[src/rtl/wb_pkg.sv]
// Shared widths, lane numbering and port payload type for the writeback arbiter.
// Latency: none (declarations only).
// Backpressure: none (declarations only).
package wb_pkg;

  localparam int ADDR_W   = 5;
  localparam int DATA_W   = 16;
  localparam int STATUS_W = 2;

  localparam int NUM_WB_LANES = 4;
  localparam int NUM_WB_PORTS = 2;

  localparam int LANE_ARITH_A = 0;
  localparam int LANE_ARITH_B = 1;
  localparam int LANE_STORE_A = 2;
  localparam int LANE_STORE_B = 3;

  typedef logic [1:0] lane_idx_t;

  // One register-file write port payload.
  typedef struct packed {
    logic [ADDR_W-1:0]   addr;
    logic [DATA_W-1:0]   dat;
    logic [STATUS_W-1:0] status;
  } wb_port_t;

  // One-hot lane mask to lane index; zero mask maps to lane 0.
  function automatic lane_idx_t oh_to_idx(input logic [NUM_WB_LANES-1:0] oh);
    lane_idx_t idx;
    idx = '0;
    for (int n = 0; n < NUM_WB_LANES; n++) begin
      if (oh[n]) idx = lane_idx_t'(n);
    end
    return idx;
  endfunction

endpackage

[src/rtl/rr_pick4.sv]
// Picks the first set bit of a 4-lane mask, scanning upward from a start pointer with wrap.
// Latency: purely combinational.
// Backpressure: none; the caller gates the pick.
module rr_pick4
  import wb_pkg::*;
(
  input  logic [NUM_WB_LANES-1:0] req_mask,
  input  lane_idx_t               start_ptr,
  output logic [NUM_WB_LANES-1:0] pick_oh,
  output logic                    found
);

  // Rotating scan: start_ptr, start_ptr+1, ... modulo 4, first hit wins.
  always_comb begin
    lane_idx_t scan;
    pick_oh = '0;
    found   = 1'b0;
    scan    = start_ptr;
    for (int k = 0; k < NUM_WB_LANES; k++) begin
      scan = start_ptr + lane_idx_t'(k);
      if (!found && req_mask[scan]) begin
        pick_oh[scan] = 1'b1;
        found         = 1'b1;
      end
    end
  end

endmodule

[src/rtl/writeback_port_arbiter.sv]
// Grants up to two of four writeback lanes per cycle onto register-file ports A/B, round-robin, no same-address pair.
// Latency: grant (req_ready_o) is combinational; the granted payload appears on the port one cycle later.
// Backpressure: stall_i or reset suppresses all grants; ungranted requesters hold valid and payload.
module writeback_port_arbiter
  import wb_pkg::*;
(
  input  logic                          clock_i,
  input  logic                          reset_ni,
  input  logic [NUM_WB_LANES-1:0]       req_valid_i,
  output logic [NUM_WB_LANES-1:0]       req_ready_o,
  input  logic [NUM_WB_LANES*ADDR_W-1:0] req_addr_i,
  input  logic [NUM_WB_LANES*DATA_W-1:0] req_data_i,
  input  logic [2*STATUS_W-1:0]         arith_status_i,
  input  logic                          stall_i,
  output logic                          enableA_o,
  output logic                          enableB_o,
  output logic [ADDR_W-1:0]             AddressA_o,
  output logic [ADDR_W-1:0]             AddressB_o,
  output logic [DATA_W-1:0]             DataA_o,
  output logic [DATA_W-1:0]             DataB_o,
  output logic [STATUS_W-1:0]           statusA_o,
  output logic [STATUS_W-1:0]           statusB_o
);

  lane_idx_t               rr_ptr;
  logic [STATUS_W-1:0]     last_status_a;
  logic [STATUS_W-1:0]     last_status_b;
  logic [ADDR_W-1:0]       lane_addr   [NUM_WB_LANES];
  logic [DATA_W-1:0]       lane_dat    [NUM_WB_LANES];
  logic [STATUS_W-1:0]     lane_status [NUM_WB_LANES];
  logic [NUM_WB_LANES-1:0] a_oh, b_oh, same_mask, b_mask, grant_oh;
  logic                    a_found, b_found, skip_found, conflict, gnt_en;
  lane_idx_t               a_idx, b_idx, skip_idx, rr_next;
  logic                    en_a_q, en_b_q;
  wb_port_t                port_a_q, port_b_q;

  // Unpack the per-lane address and data buses.
  always_comb begin
    for (int n = 0; n < NUM_WB_LANES; n++) begin
      lane_addr[n] = req_addr_i[n*ADDR_W +: ADDR_W];
      lane_dat[n]  = req_data_i[n*DATA_W +: DATA_W];
    end
  end

  // Port A: first valid lane from rr_ptr.
  rr_pick4 u_pick_a (
    .req_mask  (req_valid_i),
    .start_ptr (rr_ptr),
    .pick_oh   (a_oh),
    .found     (a_found)
  );

  assign a_idx = oh_to_idx(a_oh);

  // Lanes targeting port A's register cannot share the cycle with it.
  always_comb begin
    same_mask = '0;
    for (int n = 0; n < NUM_WB_LANES; n++) begin
      same_mask[n] = req_valid_i[n] && !a_oh[n] && (lane_addr[n] == lane_addr[a_idx]);
    end
  end

  assign b_mask = req_valid_i & ~a_oh & ~same_mask;

  // Port B: next non-conflicting valid lane; lanes before A are invalid, so rr_ptr works as start.
  rr_pick4 u_pick_b (
    .req_mask  (b_mask),
    .start_ptr (rr_ptr),
    .pick_oh   (b_oh),
    .found     (b_found)
  );

  assign b_idx = oh_to_idx(b_oh);

  // A skip only counts if the same-address lane sits ahead of port B in scan order (or B found nothing).
  always_comb begin
    lane_idx_t scan;
    skip_found = 1'b0;
    skip_idx   = rr_ptr;
    scan       = rr_ptr;
    for (int k = 0; k < NUM_WB_LANES; k++) begin
      scan = rr_ptr + lane_idx_t'(k);
      if (!skip_found && same_mask[scan]) begin
        skip_found = 1'b1;
        skip_idx   = scan;
      end
    end
    conflict = skip_found && (!b_found || ((skip_idx - rr_ptr) < (b_idx - rr_ptr)));
  end

  // Next pointer: revisit the first skipped lane, else move past the last grant.
  always_comb begin
    if (conflict)     rr_next = skip_idx;
    else if (b_found) rr_next = b_idx + 2'd1;
    else              rr_next = a_idx + 2'd1;
  end

  // Store lanes carry their side's latest arith status, forwarded when that arith lane wins this cycle.
  always_comb begin
    lane_status[LANE_ARITH_A] = arith_status_i[0 +: STATUS_W];
    lane_status[LANE_ARITH_B] = arith_status_i[STATUS_W +: STATUS_W];
    lane_status[LANE_STORE_A] = (a_oh[LANE_ARITH_A] || b_oh[LANE_ARITH_A]) ?
                                arith_status_i[0 +: STATUS_W] : last_status_a;
    lane_status[LANE_STORE_B] = (a_oh[LANE_ARITH_B] || b_oh[LANE_ARITH_B]) ?
                                arith_status_i[STATUS_W +: STATUS_W] : last_status_b;
  end

  assign gnt_en      = reset_ni && !stall_i;
  assign grant_oh    = (a_oh | b_oh) & {NUM_WB_LANES{gnt_en}};
  assign req_ready_o = grant_oh;

  // Register the granted payloads, pointer and per-side status history.
  always_ff @(posedge clock_i or negedge reset_ni) begin
    if (!reset_ni) begin
      rr_ptr        <= '0;
      last_status_a <= '0;
      last_status_b <= '0;
      en_a_q        <= 1'b0;
      en_b_q        <= 1'b0;
      port_a_q      <= '0;
      port_b_q      <= '0;
    end else begin
      en_a_q <= gnt_en && a_found;
      en_b_q <= gnt_en && b_found;
      if (gnt_en && a_found) begin
        port_a_q <= '{addr: lane_addr[a_idx], dat: lane_dat[a_idx], status: lane_status[a_idx]};
        rr_ptr   <= rr_next;
      end
      if (gnt_en && b_found) begin
        port_b_q <= '{addr: lane_addr[b_idx], dat: lane_dat[b_idx], status: lane_status[b_idx]};
      end
      if (grant_oh[LANE_ARITH_A]) last_status_a <= lane_status[LANE_ARITH_A];
      if (grant_oh[LANE_ARITH_B]) last_status_b <= lane_status[LANE_ARITH_B];
    end
  end

  assign enableA_o  = en_a_q;
  assign enableB_o  = en_b_q;
  assign AddressA_o = port_a_q.addr;
  assign AddressB_o = port_b_q.addr;
  assign DataA_o    = port_a_q.dat;
  assign DataB_o    = port_b_q.dat;
  assign statusA_o  = port_a_q.status;
  assign statusB_o  = port_b_q.status;

endmodule

[config.mk]
export PLATFORM = sky130hd
export DESIGN_NAME = writeback_port_arbiter
export DESIGN_NICKNAME = d
export VERILOG_FILES = /design/src/rtl/wb_pkg.sv /design/src/rtl/rr_pick4.sv /design/src/rtl/writeback_port_arbiter.sv
export SDC_FILE = /design/constraint.sdc
export NUM_CORES = 1
export LEC_CHECK = 0
export ABC_AREA = 1
export CORE_MARGIN = 5
export CORE_UTILIZATION = 45
export CTS_BUF_LIST = sky130_fd_sc_hd__clkbuf_16
export CTS_CLUSTER_DIAMETER = 50
export CTS_CLUSTER_SIZE = 40
export DETAILED_ROUTE_END_ITERATION = 10
export GPL_ROUTABILITY_DRIVEN = 0
export GPL_TIMING_DRIVEN = 0
export PLACE_DENSITY = 0.79
export SLEW_MARGIN = 30
export SYNTH_ARGS = -nofsm -noshare
export SYNTH_HDL_FRONTEND = slang
export SYNTH_SLANG_ARGS = --single-unit
[constraint.sdc]
create_clock -name clock_i -period 5.35 [get_ports clock_i]
set_clock_uncertainty 0.05 [all_clocks]
set_input_delay 0.8025 -clock clock_i [delete_from_list [all_inputs] [get_ports clock_i]]
set_output_delay 0.8025 -clock clock_i [all_outputs]
set_load 0.03 [all_outputs]
==> results.md <==
* Status: complete, no violations
* CTS root buf: clkbuf_16
* Height of the die at 119 um
* Antenna Cells at 0
* Area after DPL at 7010 um^2
* Final Hold Fails at 0
* Row count at 39
* Clk Latency, worst-skew pair at 0.29 ns
* Mean Syn Cell Area at 6.03 um^2
* Worst setup SP type: flop
* Period minus WS final at 5.27 ns
* Critical path launch point: rr_ptr[0]
* Final #Nets at approximately 1200
* Final setup viols at 0
* Reg clk slew, reported paths at 0.07 ns
* Share of layout cells above drive strength 1 at 0.193
* Worst Setup Path Type: flop to flop
* Die width at approximately 120 um
* Final Core Density at 0.693
* Core area at 11500 um^2
* CTS tree: done
* Initial antenna violation count at 0
* Unique masters post-synth at 36
* Die area at between 10000 and 15000 um^2
* Origin of the critical flop-to-flop path: rr_ptr[0]
* Worst setup EP type: flop
* Fmax at 0.190 GHz
* Design Area, Final at 7980 um^2
* Final Slew Violations at 0
* Largest net degree at the start of global routing at 40
* Mapped cell area at 5340 um^2
* Largest family of logic cells by synthesized area: simple AND/OR/NAND/NOR gates
* Synthesis warning total at 0
* Total Routing Usage GR at 0.270
* Worst Max-Slew Pin Slew at 0.832 ns
* Initial Utilization at 0.464
* Synth Area in Compound Gates at 0.133
* Antenna viol nets, final at 0
* Mux contribution to synthesized area at 0
* XOR/XNOR Fraction of Synth Area at 0.00819
* Vias/cell at 5.58
* Final worst slack at 0.0787 ns
* Vias in the first global route at ~6200
* CP max stage cell: dfrtp_2
* Critical path's most frequent cell: nand2_1
* Post-Synth Simple-Gate Area at 0.501
* Inserted Clock Buffers at 5
* RSZ-0062 raised after global routing: yes
* Number of DRC markers in iteration 0 at 575
* Seq/Total Area, Yosys at 0.253
* Cell count after synthesis at slightly below 900
* DR WL/cell at 17.1 um
* Num ports at about 150
* Bufs on Longest Clock Path at 2
* Slew HR at 0.443
* Commonest cells after routing, fill and taps aside: nand2_1, clkdlybuf4s50_1, nor2_1, nand3_1, o21ai_0
* Final worst-path cycle share at 0.985
* Grt ovf at 0
* Req. time, crit path at 5.47 ns
* Max incr delay on CP at 0.40 ns
* Worst path arrival time at 5.39 ns
* Syn Nets at 989
* Crit Path Max Fanout at 6
* Post-synthesis register bit count at 54
* First-pass DRT Iterations at 7
* Max-Cap Viols at 0
* First-pass GRT wire length at approximately 31000 um
* Post-Synth Adder-Cell Area at 0.0187
* Residual DRC at 0
* WL final at 21000 um
* Commonest non-fill, non-tap cell in the layout: nand2_1
* Pre-CTS WS at -0.977 ns
* Sink Count at 54
* CTS Hold Bufs at 0
* Htree depth at 2
* Port bufs at 146
* Hold WS at 0.306 ns
* Hold crit path type: input pin to asynchronous set/reset pin
* Via count at 6850
* Layout Area Growth over Synthesis at 49.2%
* Post-DP HPWL at 14700 um
## cells in the mapped netlist (all sizes together)
cell type	number	area [um^2]
a21o	1	7.51
a21oi	24	120
a31oi	12	75.1
buf	23	161
clkbuf	14	52.6
clkinv	2	7.51
dfrtp	54	1350
ha	8	100
inv	63	241
nand2	311	1290
nand3	88	531
nand3b	16	120
nand4	8	56.3
nor2	158	669
nor3	1	5.00
o211ai	1	12.5
o21ai	92	464
o22ai	5	31.3
xnor2	2	17.5
xor2	3	26.3
## routing by layer
metal,vias up,track usage,part of all wire
li1,3260,-,-
met1,3113,0.355,0.39
met2,410,0.438,0.47
met3,67,0.0569,0.099
met4,0,0.101,0.037
met5,-,0,0
## flip-flops by register name, indices dropped and copies added, names as in the netlist
register,cells
DataA_o,16
DataB_o,16
AddressA_o,5
AddressB_o,5
last_status_a,2
last_status_b,2
rr_ptr,2
statusA_o,2
statusB_o,2
enableA_o,1
enableB_o,1
## worst paths after layout
path / cells after the start / end / slack [ns]
min in group clock_i: 2 / DataB_o[8] / 0.43
min reg2reg: 2 / DataB_o[8] / 0.43
max: 40 / rr_ptr[0] / 0.08
max in group asynchronous: 2 / rr_ptr[0] / 4.45
max reg2reg: 40 / rr_ptr[0] / 0.08
min: 1 / enableB_o / 0.31
## cell type report
class,instances,area [um^2]
flip-flops and latches,54,1350
multi-input cells,731,3950
well taps,143,179
plain buffers,37,256
fillers,927,3540
inverters,65,268
clock buffers,5,125
clock inverters,3,16.3
repair buffers,189,1830
## kinds of logic after synthesis
| kind of cell | count (synthesis) |
|---|---|
| simple gates | 582 |
| compound gates | 135 |
| buf+inv | 102 |
| flops | 54 |
| fa+ha+maj | 8 |
| xor+xnor | 5 |
## through the flow
| step | instances | TNS, ns |
|---|---|---|
| global route | 1227 | -0.491 |
| detailed placement | 1176 | -7.11 |
| finish | 1227 | 0 |
| global placement | 1175 | -4.87 |
| CTS | 1203 | 0 |
| floorplan | 886 | 0 |
## worst max-delay path, delay by kind of cell (launching register included)
kind            cells  cell delay, ns
simple gates       19            2.09
compound gates      6            0.59
fa+ha+maj           3            0.68
xor+xnor            2            0.33
buf+inv            10            0.98
flops               1            0.40
## what timing repair did
action / CTS / global route
endpoints found under the setup margin: 26 / 6
pin swaps: 21 / 58
gates cloned: 0 / 1
setup buffers: 19 / 23
hold endpoints to repair: 0 / 0
resized for setup: 57 / 91
Power is left out: the tool's default activity adds up to more than one toggle a clock period on the data nets, which glitch-free logic cannot reach.
